$ cat src/rtl/ntt_pkg.sv
// Shared constants and FSM state type for the NTT stage sequencer.
// Default sizing: 256-point transform, 13-bit coefficients modulo 7681.
package ntt_pkg;

    localparam int N       = 256;
    localparam int LOGN    = 8;
    localparam int W       = 13;
    localparam int Q       = 7681;
    localparam int RAM_LAT = 1;
    localparam int BF_LAT  = 3;
    // Read-to-write-back distance, also the number of idle cycles between stages
    localparam int D       = RAM_LAT + BF_LAT;

    typedef enum logic [1:0] {
        IDLE  = 2'd0,
        RUN   = 2'd1,
        DRAIN = 2'd2,
        DONE  = 2'd3
    } state_e;

endpackage

$ cat src/rtl/ntt_addr_gen.sv
// Cooley-Tukey index generator: walks len = N/2 .. 1, emitting j, j+len and
// twiddle index k for one butterfly per issue cycle.
module ntt_addr_gen
    import ntt_pkg::*;
(
    input  logic            clk,
    input  logic            reset,
    input  logic            init_i,
    input  logic            issue_i,
    input  logic            next_stage_i,
    output logic [LOGN-1:0] addr0_o,
    output logic [LOGN-1:0] addr1_o,
    output logic [LOGN-1:0] k_o,
    output logic            stage_end_o,
    output logic            last_stage_o
);

    localparam logic [LOGN-1:0] HALF = LOGN'(N / 2);

    logic [LOGN-1:0] len_q, len_d;
    logic [LOGN-1:0] grp_q, grp_d;
    logic [LOGN-1:0] j_q, j_d;
    logic [LOGN-1:0] k_q, k_d;
    logic [LOGN-1:0] stage_q, stage_d;
    logic [LOGN-2:0] cnt_q, cnt_d;
    logic            grp_end;

    assign grp_end      = (j_q == grp_q + len_q - 1'b1);
    assign stage_end_o  = (cnt_q == '1);
    assign last_stage_o = (stage_q == LOGN'(LOGN - 1));
    assign addr0_o      = j_q;
    assign addr1_o      = j_q + len_q;
    assign k_o          = k_q;

    always_comb begin
        len_d   = len_q;
        grp_d   = grp_q;
        j_d     = j_q;
        k_d     = k_q;
        stage_d = stage_q;
        cnt_d   = cnt_q;
        if (init_i) begin
            len_d   = HALF;
            grp_d   = '0;
            j_d     = '0;
            k_d     = LOGN'(1);
            stage_d = '0;
            cnt_d   = '0;
        end else if (next_stage_i) begin
            stage_d = stage_q + 1'b1;
            len_d   = len_q >> 1;
            grp_d   = '0;
            j_d     = '0;
            cnt_d   = '0;
        end else if (issue_i) begin
            cnt_d = cnt_q + 1'b1;
            if (grp_end) begin
                grp_d = grp_q + (len_q << 1);
                j_d   = grp_q + (len_q << 1);
                // k stops at N-1 after the final group instead of wrapping to 0
                if (!(stage_end_o && last_stage_o)) begin
                    k_d = k_q + 1'b1;
                end
            end else begin
                j_d = j_q + 1'b1;
            end
        end
    end

    always_ff @(posedge clk) begin
        if (reset) begin
            len_q   <= '0;
            grp_q   <= '0;
            j_q     <= '0;
            k_q     <= '0;
            stage_q <= '0;
            cnt_q   <= '0;
        end else begin
            len_q   <= len_d;
            grp_q   <= grp_d;
            j_q     <= j_d;
            k_q     <= k_d;
            stage_q <= stage_d;
            cnt_q   <= cnt_d;
        end
    end

endmodule

$ cat src/rtl/ntt_stage_ctrl.sv
// In-place forward NTT sequencer: issues reads, aligns write-back D cycles later.
// Optional NTT_STAGE_CTRL_CYCCNT_EN adds a 16-bit busy-cycle counter output.
module ntt_stage_ctrl
    import ntt_pkg::*;
(
    input  logic            clk,
    input  logic            reset,
    input  logic            start,
    output logic            busy,
    output logic            done,
    output logic [LOGN-1:0] rd_addr0,
    output logic [LOGN-1:0] rd_addr1,
    output logic            rd_en,
    input  logic [W-1:0]    rd_data0,
    input  logic [W-1:0]    rd_data1,
    output logic [LOGN-1:0] tw_addr,
    input  logic [W-1:0]    tw_data,
    output logic [W-1:0]    bf_in0,
    output logic [W-1:0]    bf_in1,
    output logic [W-1:0]    bf_phi,
    input  logic [W-1:0]    bf_out0,
    input  logic [W-1:0]    bf_out1,
    output logic            wr_en,
    output logic [LOGN-1:0] wr_addr0,
    output logic [LOGN-1:0] wr_addr1,
    output logic [W-1:0]    wr_data0,
    output logic [W-1:0]    wr_data1
`ifdef NTT_STAGE_CTRL_CYCCNT_EN
    ,
    output logic [15:0]     cycle_count
`endif
);

    localparam int DW = $clog2(D);

    state_e          state_q;
    logic            busy_q;
    logic            done_q;
    logic            rd_en_q;
    logic [DW-1:0]   drain_q;
    logic            accept;
    logic            issue;
    logic            drain_last;
    logic            next_stage;
    logic            stage_end;
    logic            last_stage;

    logic [D-1:0]    wv_q;
    logic [LOGN-1:0] wa0_q [D];
    logic [LOGN-1:0] wa1_q [D];

    assign accept     = (state_q == IDLE) && start;
    assign issue      = (state_q == RUN);
    assign drain_last = (drain_q == DW'(D - 1));
    assign next_stage = (state_q == DRAIN) && drain_last && !last_stage;

    ntt_addr_gen u_addr_gen (
        .clk          (clk),
        .reset        (reset),
        .init_i       (accept),
        .issue_i      (issue),
        .next_stage_i (next_stage),
        .addr0_o      (rd_addr0),
        .addr1_o      (rd_addr1),
        .k_o          (tw_addr),
        .stage_end_o  (stage_end),
        .last_stage_o (last_stage)
    );

    always_ff @(posedge clk) begin
        if (reset) begin
            state_q <= IDLE;
            busy_q  <= 1'b0;
            done_q  <= 1'b0;
            rd_en_q <= 1'b0;
            drain_q <= '0;
        end else begin
            done_q <= 1'b0;
            case (state_q)
                IDLE: begin
                    if (start) begin
                        state_q <= RUN;
                        busy_q  <= 1'b1;
                        rd_en_q <= 1'b1;
                    end
                end
                RUN: begin
                    if (stage_end) begin
                        state_q <= DRAIN;
                        rd_en_q <= 1'b0;
                        drain_q <= '0;
                    end
                end
                DRAIN: begin
                    drain_q <= drain_q + 1'b1;
                    if (drain_last) begin
                        if (last_stage) begin
                            state_q <= DONE;
                            busy_q  <= 1'b0;
                            done_q  <= 1'b1;
                        end else begin
                            state_q <= RUN;
                            rd_en_q <= 1'b1;
                        end
                    end
                end
                DONE: begin
                    state_q <= IDLE;
                end
                default: begin
                    state_q <= IDLE;
                end
            endcase
        end
    end

    // Issued addresses ride along with the data through RAM and butterfly
    always_ff @(posedge clk) begin
        if (reset) begin
            wv_q <= '0;
            for (int i = 0; i < D; i++) begin
                wa0_q[i] <= '0;
                wa1_q[i] <= '0;
            end
        end else begin
            wv_q     <= {wv_q[D-2:0], rd_en_q};
            wa0_q[0] <= rd_addr0;
            wa1_q[0] <= rd_addr1;
            for (int i = 1; i < D; i++) begin
                wa0_q[i] <= wa0_q[i-1];
                wa1_q[i] <= wa1_q[i-1];
            end
        end
    end

`ifdef NTT_STAGE_CTRL_CYCCNT_EN
    logic [15:0] cyc_q;

    always_ff @(posedge clk) begin
        if (reset) begin
            cyc_q <= '0;
        end else if (accept) begin
            cyc_q <= '0;
        end else if (busy_q) begin
            cyc_q <= cyc_q + 16'd1;
        end
    end

    assign cycle_count = cyc_q;
`endif

    assign busy     = busy_q;
    assign done     = done_q;
    assign rd_en    = rd_en_q;
    assign bf_in0   = rd_data0;
    assign bf_in1   = rd_data1;
    assign bf_phi   = tw_data;
    assign wr_en    = wv_q[D-1];
    assign wr_addr0 = wa0_q[D-1];
    assign wr_addr1 = wa1_q[D-1];
    assign wr_data0 = bf_out0;
    assign wr_data1 = bf_out1;

endmodule

$ cat config.mk
export PLATFORM = sky130hd
export DESIGN_NAME = ntt_stage_ctrl
export DESIGN_NICKNAME = d
export VERILOG_FILES = /design/src/rtl/ntt_pkg.sv /design/src/rtl/ntt_addr_gen.sv /design/src/rtl/ntt_stage_ctrl.sv
export SDC_FILE = /design/constraint.sdc
export NUM_CORES = 1
export LEC_CHECK = 0
export CORE_MARGIN = 4
export CORE_UTILIZATION = 60
export CTS_CLUSTER_DIAMETER = 120
export CTS_CLUSTER_SIZE = 30
export DETAILED_ROUTE_END_ITERATION = 16
export DONT_BUFFER_PORTS = 1
export GPL_ROUTABILITY_DRIVEN = 0
export PLACE_DENSITY = 0.76
export SLEW_MARGIN = 20
export SYNTH_ARGS = -nofsm -noshare
export SYNTH_HDL_FRONTEND = slang
export SYNTH_SLANG_ARGS = --single-unit
$ cat constraint.sdc
create_clock -name clk -period 5.1 [get_ports clk]
set_clock_uncertainty 0.1 [all_clocks]
set_input_delay 0.765 -clock clk [delete_from_list [all_inputs] [get_ports clk]]
set_output_delay 0.765 -clock clk [all_outputs]
set_load 0.1 [all_outputs]
# Word level (Yosys, flattened, before mapping)
# Memories as Yosys holds them, arrays and structs flattened.
# Cells that the tools add are included.
dict set report word_totals {
  register_bits 58
  memories 2
  out_inout_bits 109
  wordCells 108
  in_bits 68
  mem_bits_rw 64
}
# name words width rd rd_ports_with_merged_regs wr line
set memory_table {}
lappend memory_table {wa0_q 4 8 4 0 4 ntt_stage_ctrl.sv:49} ;# logic [LOGN-1:0] wa0_q [D];
lappend memory_table {wa1_q 4 8 4 0 4 ntt_stage_ctrl.sv:50} ;# logic [LOGN-1:0] wa1_q [D];
dict set report op_classes {
  reduce_logical 22
  bitwise_logic 12
  muxes 35
  n_addsub 9
  eq_ne 14
}
# cell n
set op_table {}
lappend op_table {{two-way mux 8 bit} 11}
lappend op_table {{adder 8 x 1 -> 8 bit (second input constant)} 3}
lappend op_table {{adder 8 bit} 3}
lappend op_table {{two-way mux 1 bit} 15}
lappend op_table {{inequality test 2 bit (second input constant)} 6}
lappend op_table {{AND reduction 4 bit} 3}
lappend op_table {{two-way mux 2 bit} 5}
lappend op_table {{nonzero test 2 bit} 5}
lappend op_table {{equality test 8 x 3 -> 1 bit (second input constant)} 1}
lappend op_table {{equality test 8 bit} 1}
lappend op_table {{bitwise OR 1 bit} 8}
lappend op_table {{case mux 2 bit (4 select lines)} 1}
lappend op_table {{subtractor 8 x 1 -> 8 bit (second input constant)} 1}
lappend op_table {{adder 7 x 1 -> 7 bit (second input constant)} 1}
lappend op_table {{equality test 7 bit (second input constant)} 1}
lappend op_table {{equality test 2 bit (second input constant)} 3}
lappend op_table {{OR reduction 3 bit} 2}
lappend op_table {{AND reduction 5 bit} 1}
lappend op_table {{logical AND 1 bit} 4}
lappend op_table {{NOT 1 bit} 4}
lappend op_table {{case mux 2 bit (2 select lines)} 1}
lappend op_table {{AND reduction 2 bit} 2}
lappend op_table {{case mux 1 bit (3 select lines)} 1}
lappend op_table {{AND reduction 3 bit} 1}
lappend op_table {{other kinds (8)} 8}

# Logic depth before layout (Yosys ltp)
dict set report logic_depth {
  ltp_word 7
  depth_mapped 13
  mapped_depth_nobuf 12
}

# Modules after synthesis
# Synthesis repeated with hierarchy kept, for this count alone.
dict set report unflattened {
  cells_unflattened 616
  hier_area_um2 5703.0
}
# module instances area_per_inst_um2 cells_each
set by_module_without_submodules {}
lappend by_module_without_submodules {ntt_addr_gen 1 3066.7 371}
lappend by_module_without_submodules {ntt_stage_ctrl 1 2636.3 245}

# Worst setup path after synthesis
# Ideal clock, no wire load.
dict set report synth_timing {
  kind {register to output}
  startpoint {reg u_addr_gen.j_q[1], in the netlist u_addr_gen.addr0_o[1]}
  endpoint {out rd_addr1[7]}
  path_slack_ps 456
  path_stages_with_launch 8
  arrival_ps 3779
  path_cell_list {dfxtp_1 -> ha_1 -> a21o_1 -> a21oi_1 -> nor2b_1 -> o21a_1 -> o41ai_1 -> xor2_1}
}
dict set report synth_via {
  elab_chain_len 1
}
# item line
set synth_lines {}
lappend synth_lines {{start, declared} ntt_addr_gen.sv:22} ;# logic [LOGN-1:0] j_q, j_d;
lappend synth_lines {{start signal, assigned} ntt_addr_gen.sv:81} ;# j_q <= j_d;
lappend synth_lines {{adder 8 bit} ntt_addr_gen.sv:32} ;# assign addr1_o = j_q + len_q;
lappend synth_lines {{end, declared} ntt_stage_ctrl.sv:12} ;# output logic [LOGN-1:0] rd_addr1,
# No other way between the ends.

# Worst setup path in the final report
dict set report layout_timing {
  startpoint {reg u_addr_gen.j_q[1], in the netlist u_addr_gen.addr0_o[1]}
  endpoint {out rd_addr1[6]}
}
# Same word-level chain as after synthesis.

==> flow_results.org <==
** Run status
- Status :: complete, no violations

** STA
- For the pin with the worst max-slew slack, the measured transition is 1.11 ns.
- Timing would allow up to 265 MHz.
- Sum of negative setup slack :: 0 ns
- Headroom to the max-slew limit came out at 0.257.
- Setup repair after global routing missed its margin :: no
- Final Hold Viols :: 0
- Of the available clock period, the critical path in the final layout requires 0.740.
- Total setup violations reported at the end of the flow :: 0
- The number of max-slew violations in the final report is 0.
- The worst path in the final design needs a cycle of ~3.8 ns, including I/O delays and setup.
- In the post-route analysis, the smallest setup slack over all paths is about 1.3 ns.

** Floorplan
- The core region is 8850 µm².
- The initial utilization of the core area, before any placement, comes to 0.628.
- I/O pin count :: 177
- The floorplan has 34 rows.
- From bottom edge to top edge, the die measures about 100 µm.
- The die covers 10900 µm².
- Die outline width :: 104 µm

** Power and ir drop
- Of the total power, the clock network draws 0.526.
- Overall Power :: approximately 2.2 mW
- Portion of total power attributed to combinational logic :: 0.029
- In this run the power density over the cells is 375 nW/µm².
- For this design the total switching power over the nets is 0.522 mW.
- LEAKAGE :: between 2 and 2.5 nW
- VDD sags by at most 0.304 mV.
- The internal power of the cells totals 1.68 mW.
- Of the total power, the share spent switching nets is 0.237.
- Of the total power, registers draw 0.445.

** Cells and area
- Total Nets Final :: 660
- Antenna fix cells :: 0
- Across the whole layout, storage elements account for 2420 µm².
- Finished layout cell area :: 5870 µm²
- Finished Core Util :: 0.664
- The filler cells instantiated in the layout total 689.
- Of the cells placed in the final design, the portion with a size suffix greater than 1 is 0.101.
- Relative to the synthesized area, the layout overhead comes to 5.74%.
- Summing all multi-input logic gate instances after layout gives 2510 µm².

** Critical path
- The worst setup path is of the reg -> out kind.
- In this run the worst setup path begins at u_addr_gen.addr0_o[1]$_SDFFE_PP0N_.
- The worst register-to-register path has a setup slack of 1.53 ns.
- Largest driver fanout on the critical path :: 6
- The worst setup path is captured at an output pin.
- Data on the critical path arrives at its endpoint at ~2.9 ns.
- At the worst endpoint, the required time is 4.24 ns.
- Worst r2r dst :: u_addr_gen.k_o[3]$_SDFFE_PP0P_
- For this run, the slowest stage of the critical path takes 0.50 ns.
- The number of cells on the worst reg-to-reg path is 12.
- Reg2Reg Launch Point :: u_addr_gen.len_q[1]$_SDFFE_PP0P_
- Critical-path cell list :: buf_4, inv_1, fa_1, nor2b_1, o21ai_0, nand2b_1, a21o_1, a21o_1, xor2_2, buf_4
- Cell with the largest stage delay on the worst path :: fa_1
- Type of origin of the critical path :: flip-flop
- The most critical setup path has its endpoint at rd_addr1[6].

** Clock network
- Number of post-CTS setup repair buffers :: 0
- The clock passes through at most 2 buffers.
- TritonCTS Buffers :: 17
- Clock tree synthesis selected as its root buffer the cell clkbuf_8.
- After clock tree synthesis, the clock-pin slew on the worst setup and hold paths is ~0.060 ns.
- Gates resized during post-CTS repair numbered 0.
- Worst skew pair latency :: 0.51 ns
- H-tree Lvls :: 4
- Total of hold buffers inserted after clock tree synthesis :: 0
- TritonCTS built the clock tree.
- CTS Sinks :: ~120

** GRT
- The total overflow left after global routing is 0.
- Across every metal layer, demand over resource in global routing totals 0.198.
- Entering global routing, the biggest net connects slightly below 80 pins.
- Number of global-route vias before repair :: 3643
- The first global-routing pass estimated 17300 µm of wire.
- The initial antenna violation count is 0.

** Logic synthesis
- In this run, synthesis inferred 0 flip-flops with an integrated enable.
- List of most frequent post-synthesis cells :: 121 x dfxtp_1, 74 x nor2b_1, 65 x buf_4, 46 x nand2_1, 45 x nor2_1
- In the synthesized netlist the async set-or-reset flop fraction comes to 0.
- Summing every instance area after synthesis gives 5550 µm².
- dfxtp_1 is the most common cell in the netlist.
- Among all flip-flop cells after synthesis, the most frequent one is dfxtp_1.
- FF+latch count, synth :: approximately 120
- In the synthesized netlist, the number of instances is 608.
- Sequential-to-total area share from yosys stat :: 0.436
- Netlist cell types :: 41
- Cell type with the highest aggregate area in the netlist :: dfxtp_1
- The Yosys step of the flow raised 0 warnings.
- Nets in the synthesized netlist :: 709
- In this run the mean area of a mapped cell was about 9 µm².
- Synth top area cells :: dfxtp_1 44%, buf_4 8.8%, nor2b_1 8.3%, ha_1 6.8%, xnor2_1 3.6%
- Yosys top cell area share :: 0.436

** Drt
- Number of vias per cell :: 5.45
- Met3 WL post-DR :: 706 µm
- Count of nets left with antenna violations after detail routing :: 0
- Routed metal-1 wire length :: 4280 µm
- Routed via count :: 3709
- Routed signal wires occupy layers up through met4.
- Per-cell routed wire length :: 15.4 µm
- After detailed routing, the number of remaining DRC violations is 0.
- For this run, the detailed router's first-pass iteration total came to 4.
- After the first detailed-routing iteration, the DRC count stood at approximately 130.
- Routed length on met2 :: roughly 5400 µm
- Routed wire length :: 10500 µm

** Place
- Before CTS, the worst setup slack after placement is approximately 1.6 ns.
- Placed standard-cell area :: 5290 µm²
- Port Buffer Count :: 0
- HPWL after detailed placement :: 7500 µm

** Worst hold path
- The tightest min-delay check is of the in -> reg type.

** Flow run
- The tool flagged a number of max-cap violations equal to 0.
==> per-stage QoR <==
step / hold slack (ns) / std cells
after global placement: 0.317 / 648
after detailed placement: 0.320 / 648
after CTS: 0.197 / 680
after floorplan: 0.314 / 608
final: 0.221 / 680
after global routing: 0.189 / 680
==> critical path: cells and delay by family (launching register included) <==
kind / cells / cell delay, ns
DFF: 1 / 0.33
xor gates and xnor gates: 1 / 0.13
and+or+nand+nor: 2 / 0.28
adders and majority gates: 1 / 0.50
AOI/OAI and AO/OA: 3 / 0.37
buffers and inverters: 3 / 0.78
==> cell usage in the layout (no fill, tap or decap), drive strengths merged, types with 9 or more instances in the layout <==
cell type  instances
nand2             46
nor2              45
clkbuf            18
xnor2             23
a21oi             34
xor2              13
or3                9
buf               16
dfxtp            121
inv               35
nor2b             74
ha                30
a211oi             9
nand3             12
o21ai             14
==> registers in the layout (all words and copies together) (netlist names), 7 cells and up <==
register            count
u_addr_gen.k_o          8
u_addr_gen.len_q        8
u_addr_gen.stage_q      8
wa1_q                  32
u_addr_gen.addr0_o      8
wa0_q                  32
u_addr_gen.cnt_q        7
u_addr_gen.grp_q        7
==> worst min-delay path by stage <==
stage	from	end	slack [ns]	cells past startpoint
global placement	wa1_q[0][0]$_SDFF_PP0_	wa1_q[1][0]$_SDFF_PP0_	0.32	1
CTS	reset	wa1_q[0][1]$_SDFF_PP0_	0.20	1
floorplan	wa0_q[0][0]$_SDFF_PP0_	wa0_q[1][0]$_SDFF_PP0_	0.31	1
global route	reset	wa1_q[0][1]$_SDFF_PP0_	0.19	1
detailed placement	wa1_q[2][6]$_SDFF_PP0_	wa1_q[3][6]$_SDFF_PP0_	0.32	1
finish	reset	wa0_q[2][1]$_SDFF_PP0_	0.22	1
==> cell families (layout without fill, tap and decap cells) <==
group	count (synthesis)	count (layout)	share of synthesized area
AND/OR/NAND/NOR	219	219	0.208
flip-flops	121	121	0.436
buffers and inverters	113	77	0.121
AO/OA/AOI/OAI	79	79	0.0876
XOR/XNOR	36	36	0.0568
adder cells (fa/ha/maj)	33	33	0.0784
multiplexers	7	7	0.0126
==> power by group through the flow <==
stage / Clock (mW) / Sequential (mW) / Combinational [mW]
global placement: 0 / 1.00 / 0.0623
CTS: 1.18 / 0.980 / 0.0640
detailed placement: 0 / 1.00 / 0.0639
global route: 1.23 / 0.981 / 0.0687
floorplan: 0 / 1.01 / 0.291
finish: 1.16 / 0.980 / 0.0634
==> area by class of cell <==
cell class,instances,area share
clock buffer,18,0.0712
timing repair buffer,16,0.0205
tap,108,0.0230
multi-input combinational,374,0.427
inverter,29,0.0185
sequential,121,0.412
clock inverter,14,0.0277
==> per-layer routing <==
metal  up-vias  global-route usage
li1       1849                   -
met1      1718               0.210
met2       132               0.346
met3        10              0.0962
met4         0              0.0579
met5         -                   0
No activity file was read; power rests on OpenSTA's default activity.
